===== src/rtl/regfile_pkg.sv =====
// Shared defaults, opcode encodings and sequencer state encoding for the
// register-file operation sequencer.
package regfile_pkg;

    localparam int RF_DW    = 18;
    localparam int RF_AW    = 4;
    localparam int RF_NREGS = 9;

    localparam logic [2:0] OP_LOAD = 3'd0;
    localparam logic [2:0] OP_MOV  = 3'd1;
    localparam logic [2:0] OP_ADD  = 3'd2;
    localparam logic [2:0] OP_SUB  = 3'd3;
    localparam logic [2:0] OP_AND  = 3'd4;
    localparam logic [2:0] OP_OR   = 3'd5;
    localparam logic [2:0] OP_XOR  = 3'd6;
    localparam logic [2:0] OP_SHL1 = 3'd7;

    typedef enum logic [2:0] {
        ST_IDLE  = 3'd0,
        ST_READ  = 3'd1,
        ST_EXEC  = 3'd2,
        ST_WRITE = 3'd3,
        ST_ERR   = 3'd4
    } seq_state_e;

endpackage


===== src/rtl/regfile_op_sequencer_if.sv =====
// Command handshake bundle between decode logic (master) and the
// register-file operation sequencer (slave).
interface regfile_op_sequencer_if
    import regfile_pkg::*;
#(
    parameter int DW = RF_DW,
    parameter int AW = RF_AW
);
    logic          cmd_valid;
    logic          cmd_ready;
    logic [2:0]    cmd_op;
    logic [AW-1:0] cmd_rd;
    logic [AW-1:0] cmd_rs1;
    logic [AW-1:0] cmd_rs2;
    logic [DW-1:0] cmd_imm;

    modport master (
        output cmd_valid, cmd_op, cmd_rd, cmd_rs1, cmd_rs2, cmd_imm,
        input  cmd_ready
    );

    modport slave (
        input  cmd_valid, cmd_op, cmd_rd, cmd_rs1, cmd_rs2, cmd_imm,
        output cmd_ready
    );
endinterface


===== src/rtl/regfile_seq_alu.sv =====
// Combinational ALU for the sequencer: result and carry/borrow only; the
// zero flag is derived by the parent.
module regfile_seq_alu
    import regfile_pkg::*;
#(
    parameter int DW = RF_DW
) (
    input  logic [2:0]    op,
    input  logic [DW-1:0] a,
    input  logic [DW-1:0] b,
    output logic [DW-1:0] y,
    output logic          c
);

    logic [DW:0] wide;

    always_comb begin
        wide = '0;
        y    = a;
        c    = 1'b0;
        case (op)
            OP_ADD: begin
                wide = {1'b0, a} + {1'b0, b};
                y    = wide[DW-1:0];
                c    = wide[DW];
            end
            // The extra top bit of the widened difference is the unsigned borrow.
            OP_SUB: begin
                wide = {1'b0, a} - {1'b0, b};
                y    = wide[DW-1:0];
                c    = wide[DW];
            end
            OP_AND:  y = a & b;
            OP_OR:   y = a | b;
            OP_XOR:  y = a ^ b;
            OP_SHL1: begin
                y = {a[DW-2:0], 1'b0};
                c = a[DW-1];
            end
            default: y = a;
        endcase
    end

endmodule


===== src/rtl/regfile_op_sequencer.sv =====
// Sequences one register operation per command: read operands, execute,
// then a single-cycle write-back into the two-read/one-write register file.
module regfile_op_sequencer
    import regfile_pkg::*;
#(
    parameter int DW    = RF_DW,
    parameter int AW    = RF_AW,
    parameter int NREGS = RF_NREGS
) (
    input  logic                   clock,
    input  logic                   rst_n,
    regfile_op_sequencer_if.slave  cmd,
    output logic [AW-1:0]          rf_rs1,
    output logic [AW-1:0]          rf_rs2,
    input  logic [DW-1:0]          rf_rd1,
    input  logic [DW-1:0]          rf_rd2,
    output logic [AW-1:0]          rf_wa,
    output logic [DW-1:0]          rf_wd,
    output logic                   rf_wr_en,
    output logic                   done,
    output logic                   err,
    output logic [DW-1:0]          result,
    output logic                   flag_c,
    output logic                   flag_z
);

    seq_state_e    state_q, state_d;
    logic [2:0]    op_q;
    logic [AW-1:0] rd_q;
    logic [DW-1:0] opa_q, opb_q;
    logic [DW-1:0] alu_y;
    logic          alu_c;
    logic          accept;
    logic          cmd_illegal;

    function automatic logic addr_bad(input logic [AW-1:0] a);
        return {{(32-AW){1'b0}}, a} >= NREGS;
    endfunction

    function automatic logic uses_rs2(input logic [2:0] op);
        return (op == OP_ADD) || (op == OP_SUB) || (op == OP_AND) ||
               (op == OP_OR)  || (op == OP_XOR);
    endfunction

    // Only addresses the opcode actually uses can make a command illegal.
    assign cmd_illegal = addr_bad(cmd.cmd_rd) ||
                         ((cmd.cmd_op != OP_LOAD) && addr_bad(cmd.cmd_rs1)) ||
                         (uses_rs2(cmd.cmd_op) && addr_bad(cmd.cmd_rs2));

    assign accept = cmd.cmd_valid && (state_q == ST_IDLE);

    regfile_seq_alu #(.DW(DW)) u_alu (
        .op (op_q),
        .a  (opa_q),
        .b  (opb_q),
        .y  (alu_y),
        .c  (alu_c)
    );

    always_ff @(posedge clock or negedge rst_n) begin
        if (!rst_n) state_q <= ST_IDLE;
        else        state_q <= state_d;
    end

    always_comb begin
        state_d       = state_q;
        cmd.cmd_ready = 1'b0;
        rf_wr_en      = 1'b0;
        done          = 1'b0;
        err           = 1'b0;
        case (state_q)
            ST_IDLE: begin
                cmd.cmd_ready = 1'b1;
                if (cmd.cmd_valid) begin
                    if (cmd_illegal)                state_d = ST_ERR;
                    else if (cmd.cmd_op == OP_LOAD) state_d = ST_WRITE;
                    else                            state_d = ST_READ;
                end
            end
            ST_READ:  state_d = ST_EXEC;
            ST_EXEC:  state_d = ST_WRITE;
            ST_WRITE: begin
                rf_wr_en = 1'b1;
                done     = 1'b1;
                state_d  = ST_IDLE;
            end
            ST_ERR: begin
                done    = 1'b1;
                err     = 1'b1;
                state_d = ST_IDLE;
            end
            default: state_d = ST_IDLE;
        endcase
    end

    // Write port and visible status are loaded on the edge entering WRITE, so
    // they are valid for the whole write cycle and hold afterwards.
    always_ff @(posedge clock or negedge rst_n) begin
        if (!rst_n) begin
            op_q   <= '0;
            rd_q   <= '0;
            rf_rs1 <= '0;
            rf_rs2 <= '0;
            opa_q  <= '0;
            opb_q  <= '0;
            rf_wa  <= '0;
            rf_wd  <= '0;
            result <= '0;
            flag_c <= 1'b0;
            flag_z <= 1'b0;
        end else begin
            if (accept) begin
                op_q   <= cmd.cmd_op;
                rd_q   <= cmd.cmd_rd;
                rf_rs1 <= cmd.cmd_rs1;
                rf_rs2 <= cmd.cmd_rs2;
            end
            if (state_q == ST_READ) begin
                opa_q <= rf_rd1;
                opb_q <= rf_rd2;
            end
            if (accept && !cmd_illegal && (cmd.cmd_op == OP_LOAD)) begin
                rf_wa  <= cmd.cmd_rd;
                rf_wd  <= cmd.cmd_imm;
                result <= cmd.cmd_imm;
                flag_c <= 1'b0;
                flag_z <= (cmd.cmd_imm == '0);
            end else if (state_q == ST_EXEC) begin
                rf_wa  <= rd_q;
                rf_wd  <= alu_y;
                result <= alu_y;
                flag_c <= alu_c;
                flag_z <= (alu_y == '0);
            end
        end
    end

endmodule


===== src/flat_wrapper.sv =====
// flat-port wrapper written by rule: the top's interface ports become plain ports
module regfile_op_sequencer_flat import regfile_pkg::*;
#(
    parameter int DW    = RF_DW,
    parameter int AW    = RF_AW,
    parameter int NREGS = RF_NREGS
)
  (clock, rst_n, rf_rs1, rf_rs2, rf_rd1, rf_rd2, rf_wa, rf_wd, rf_wr_en, done, err, result, flag_c, flag_z, cmd_cmd_valid, cmd_cmd_op, cmd_cmd_rd, cmd_cmd_rs1, cmd_cmd_rs2, cmd_cmd_imm, cmd_cmd_ready);
  regfile_op_sequencer_if #(.DW(DW), .AW(AW)) cmd_i ();
  input  logic clock;
  input  logic rst_n;
  output logic [AW-1:0] rf_rs1;
  output logic [AW-1:0] rf_rs2;
  input  logic [DW-1:0] rf_rd1;
  input  logic [DW-1:0] rf_rd2;
  output logic [AW-1:0] rf_wa;
  output logic [DW-1:0] rf_wd;
  output logic rf_wr_en;
  output logic done;
  output logic err;
  output logic [DW-1:0] result;
  output logic flag_c;
  output logic flag_z;
  input wire logic [$bits(cmd_i.cmd_valid)-1:0] cmd_cmd_valid;
  input wire logic [$bits(cmd_i.cmd_op)-1:0] cmd_cmd_op;
  input wire logic [$bits(cmd_i.cmd_rd)-1:0] cmd_cmd_rd;
  input wire logic [$bits(cmd_i.cmd_rs1)-1:0] cmd_cmd_rs1;
  input wire logic [$bits(cmd_i.cmd_rs2)-1:0] cmd_cmd_rs2;
  input wire logic [$bits(cmd_i.cmd_imm)-1:0] cmd_cmd_imm;
  output wire logic [$bits(cmd_i.cmd_ready)-1:0] cmd_cmd_ready;
  assign cmd_i.cmd_valid = cmd_cmd_valid;
  assign cmd_i.cmd_op = cmd_cmd_op;
  assign cmd_i.cmd_rd = cmd_cmd_rd;
  assign cmd_i.cmd_rs1 = cmd_cmd_rs1;
  assign cmd_i.cmd_rs2 = cmd_cmd_rs2;
  assign cmd_i.cmd_imm = cmd_cmd_imm;
  assign cmd_cmd_ready = cmd_i.cmd_ready;
  regfile_op_sequencer #(.DW(DW), .AW(AW), .NREGS(NREGS)) u_core (.clock(clock), .rst_n(rst_n), .cmd(cmd_i), .rf_rs1(rf_rs1), .rf_rs2(rf_rs2), .rf_rd1(rf_rd1), .rf_rd2(rf_rd2), .rf_wa(rf_wa), .rf_wd(rf_wd), .rf_wr_en(rf_wr_en), .done(done), .err(err), .result(result), .flag_c(flag_c), .flag_z(flag_z));
endmodule

===== config.mk =====
export PLATFORM = sky130hd
export DESIGN_NAME = regfile_op_sequencer_flat
export DESIGN_NICKNAME = d
export VERILOG_FILES = /design/src/rtl/regfile_pkg.sv /design/src/rtl/regfile_op_sequencer_if.sv /design/src/rtl/regfile_seq_alu.sv /design/src/rtl/regfile_op_sequencer.sv /design/src/flat_wrapper.sv
export SDC_FILE = /design/constraint.sdc
export NUM_CORES = 1
export LEC_CHECK = 0
export CAP_MARGIN = 5
export CORE_MARGIN = 5
export CORE_UTILIZATION = 36
export CTS_CLUSTER_DIAMETER = 30
export DETAILED_ROUTE_END_ITERATION = 10
export GPL_TIMING_DRIVEN = 0
export PLACE_DENSITY_LB_ADDON = 0.08
export SLEW_MARGIN = 0
export SYNTH_ARGS = -nofsm -noshare
export SYNTH_HDL_FRONTEND = slang
export SYNTH_SLANG_ARGS = --single-unit

===== constraint.sdc =====
create_clock -name clock -period 2.6 [get_ports clock]
set_input_delay 0.52 -clock clock [delete_from_list [all_inputs] [get_ports clock]]
set_output_delay 0.52 -clock clock [all_outputs]
set_load 0.02 [all_outputs]

==> impl_metrics.json <==
{
  "status": "finished with violations",
  "violations": "setup timing",
  "core_sq_mm": 0.0186,
  "netlist_instances": 812,
  "yosysWarnings": 0,
  "cp.required_ns": 2.87,
  "slowest_stage": "dfrtp_2",
  "clk_latency_ns": 0.36,
  "critPathKind": "flop to flop",
  "power-per-cell-area_mw_per_mm2": 1670,
  "synth_edf_count": 0,
  "finalCritPeriodShare": 1.15,
  "io_pins": 126,
  "crit_family": "compound AO/OA/AOI/OAI gates",
  "synthDistinctLibCells": 82,
  "cts_buffers": 9,
  "critical_path.cell_chain": "inv_2, ha_4, inv_2, fa_2, nand2b_4, a211oi_4, o21ai_2, a221o_2, a22oi_2, nand4_1, nor4_2, nand4_1, o31ai_2",
  "tightest_slew_ns": 0.894,
  "grt_pass1_vias": 6829,
  "fmax_ghz": 0.334,
  "cts_htree_levels": 3,
  "final_common_cell": "clkdlybuf4s50_1",
  "antenna_found_initial": 0,
  "finalClockSkew_ns": 0.00954,
  "stdcell_count": 1228,
  "vias_per_cell": 5.81,
  "power_w": 0.0160,
  "clockBufferDepth": 2,
  "die_h_microns": 147,
  "drt_iter0_markers": 705,
  "place_ws_ns": -0.821,
  "worst_slack_ns": -0.396,
  "gr-total-overflow": 0,
  "synthArstFlopShare": 1.00,
  "slew_headroom": 0.401,
  "maxCapViolCount": 0,
  "drive_gt1_frac": 0.239,
  "rsz0062_at_grt": "yes",
  "clk_pin_slew_ns": 0.07,
  "place_congestion": 0.937,
  "nNetsFinal": 1122,
  "p_leak_nw": 3.97,
  "hold_class": "input port to asynchronous set/reset pin",
  "drt-pass1-iter-count": 5,
  "hold_viol_final": 0,
  "synth-seq-cells": 78,
  "setup_violations": 8,
  "min_period_ns": 3.00,
  "synth_ff_type": "dfrtp_1",
  "cp.depth": 13,
  "cts_root_buf": "clkbuf_16",
  "dp_hpwl_microns": 19000,
  "antenna_cells": 0,
  "reg2regPathDepth": 13,
  "dp.cells": 1173,
  "synth.net_count": 945,
  "totalWireLength_microns": 25700,
  "start_util": 0.363,
  "slowest_delay_ns": 0.42,
  "synth_area_sq_mm": 0.00675,
  "ys_seq_area_frac": 0.289,
  "endpoint_kind": "flop",
  "max-vdd-ir-drop_uv": 573,
  "hold_ws_ns": 0.0822,
  "path_buf_inv": 2,
  "dieArea_sq_mm": 0.0216,
  "rows": 50,
  "vias": 7130,
  "hold_buffers": 0,
  "synth_area_per_cell_sq_um": 8.31,
  "cts_sinks": 78,
  "numPortBuffers": 125,
  "worst_setup_path_start_kind": "flop",
  "grt_max_degree": 52,
  "layout_common_cells": "clkdlybuf4s50_1, nand2_1, o21ai_0",
  "cts_tree": "built",
  "syn_to_final_growth_pct": 41.8,
  "postRouteAntennaNets": 0,
  "drc": 0,
  "maxSlewViolCount": 0,
  "path_max_fanout": 3,
  "grt_use_total": 0.231,
  "grt_pass1_wl_microns": 39400,
  "critical_path_arrival_ns": 3.26,
  "die_x_microns": 147,
  "wire_per_inst_microns": 20.9
}
==> Yosys cell counts, types with 4 or more instances <==
library cell	n	area (sq um)
nor2b_1	8	50.1
a21o_1	5	37.5
ha_1	59	738
and3_1	5	31.3
or2_2	4	25.0
a211oi_2	4	50.1
mux2i_1	10	100
xnor2_1	6	52.6
nand4_1	4	25.0
a221o_1	8	80.1
mux2_2	12	135
nand3_1	9	45.0
clkbuf_1	35	131
o2111ai_1	5	43.8
a211oi_1	6	45.0
nor3_1	14	70.1
nor4_1	9	56.3
inv_1	59	221
or3_1	9	56.3
nor2_1	40	150
or4_1	6	45.0
buf_2	9	45.0
o21ai_1	4	20.0
buf_4	19	143
dfrtp_1	78	1950
a211o_1	8	70.1
buf_1	4	15.0
and2_1	5	31.3
nand2_1	89	334
o22ai_1	4	25.0
o31ai_1	7	52.6
o221ai_1	4	35.0
o211ai_1	10	75.1
a21oi_1	42	210
o21ai_0	87	435
nor3b_1	4	30.0
a2bb2oi_1	4	35.0
o21a_1	9	67.6
nand2b_1	12	75.1
a22oi_1	22	165
a221oi_1	5	43.8
==> path summary, 6_finish.rpt <==
path                                  from                to  slack [ns]
setup / recovery           u_core.opa_q[0]     u_core.flag_z       -0.40
hold / removal                       rst_n   u_core.rf_wd[5]        0.08
setup reg to reg           u_core.opa_q[0]     u_core.flag_z       -0.40
hold reg to reg            u_core.rf_wa[2]   u_core.rf_wa[2]        0.48
max in group asynchronous            rst_n  u_core.opa_q[15]        1.92
min in group clock         u_core.rf_wa[2]   u_core.rf_wa[2]        0.48
==> kinds of logic (layout without fill, tap and decap cells) <==
family | Yosys count | count (layout) | share of synthesized area
muxes | 24 | 24 | 0.0415
xor gates and xnor gates | 6 | 6 | 0.00779
buffers and inverters | 132 | 314 | 0.0892
and+or+nand+nor | 227 | 227 | 0.163
adders and majority gates | 61 | 61 | 0.115
AOI/OAI and AO/OA | 284 | 284 | 0.294
DFF | 78 | 78 | 0.289
==> state kept, by name, summed over array words and instances (netlist names) <==
| register | count |
|---|---|
| u_core.opa_q | 18 |
| u_core.opb_q | 18 |
| u_core.rf_wd | 18 |
| u_core.rd_q | 4 |
| u_core.rf_rs1 | 4 |
| u_core.rf_rs2 | 4 |
| u_core.rf_wa | 4 |
| u_core.op_q | 3 |
| u_core.state_q | 3 |
| u_core.flag_c | 1 |
| u_core.flag_z | 1 |
==> timing repair <==
item / in CTS / in global routing
pin swaps: 20 / 19
cloned: 0 / 0
buffers inserted: 33 / 13
gates resized for setup: 97 / 60
setup endpoints to repair: 24 / 24
==> layer usage <==
metal / global-route usage / up-vias / wire, microns
li1: - / 3305 / -
met1: 0.321 / 3396 / 11200
met2: 0.358 / 364 / 11500
met3: 0.0376 / 65 / 2160
met4: 0.0965 / 0 / 857
met5: 0 / - / 0
==> layout make-up <==
type	instances	area, sq um
Multi-Input combinational cell	602	4750
Clock buffer	9	225
Timing Repair Buffer	171	1640
Buffer	66	383
Fill cell	1791	9010
Clock inverter	7	87.6
Tap cell	234	293
Sequential cell	78	1960
Inverter	61	238
==> per-stage QoR <==
step | TNS (ns) | area [sq um] | util
after global placement | -169.00 | 8290 | 0.446
after CTS | -1.55 | 9260 | 0.499
final | -1.54 | 9570 | 0.515
after floorplan | -0.104 | 6750 | -
after global routing | -2.36 | 9570 | 0.515
after detailed placement | -13.57 | 8330 | 0.448
==> report_power, final <==
part / internal (W) / switching (W)
clock network: 0.000769 / 0.000613
registers: 0.00181 / 0.000497
logic: 0.00532 / 0.00701
No activity file was read; power rests on OpenSTA's default activity.
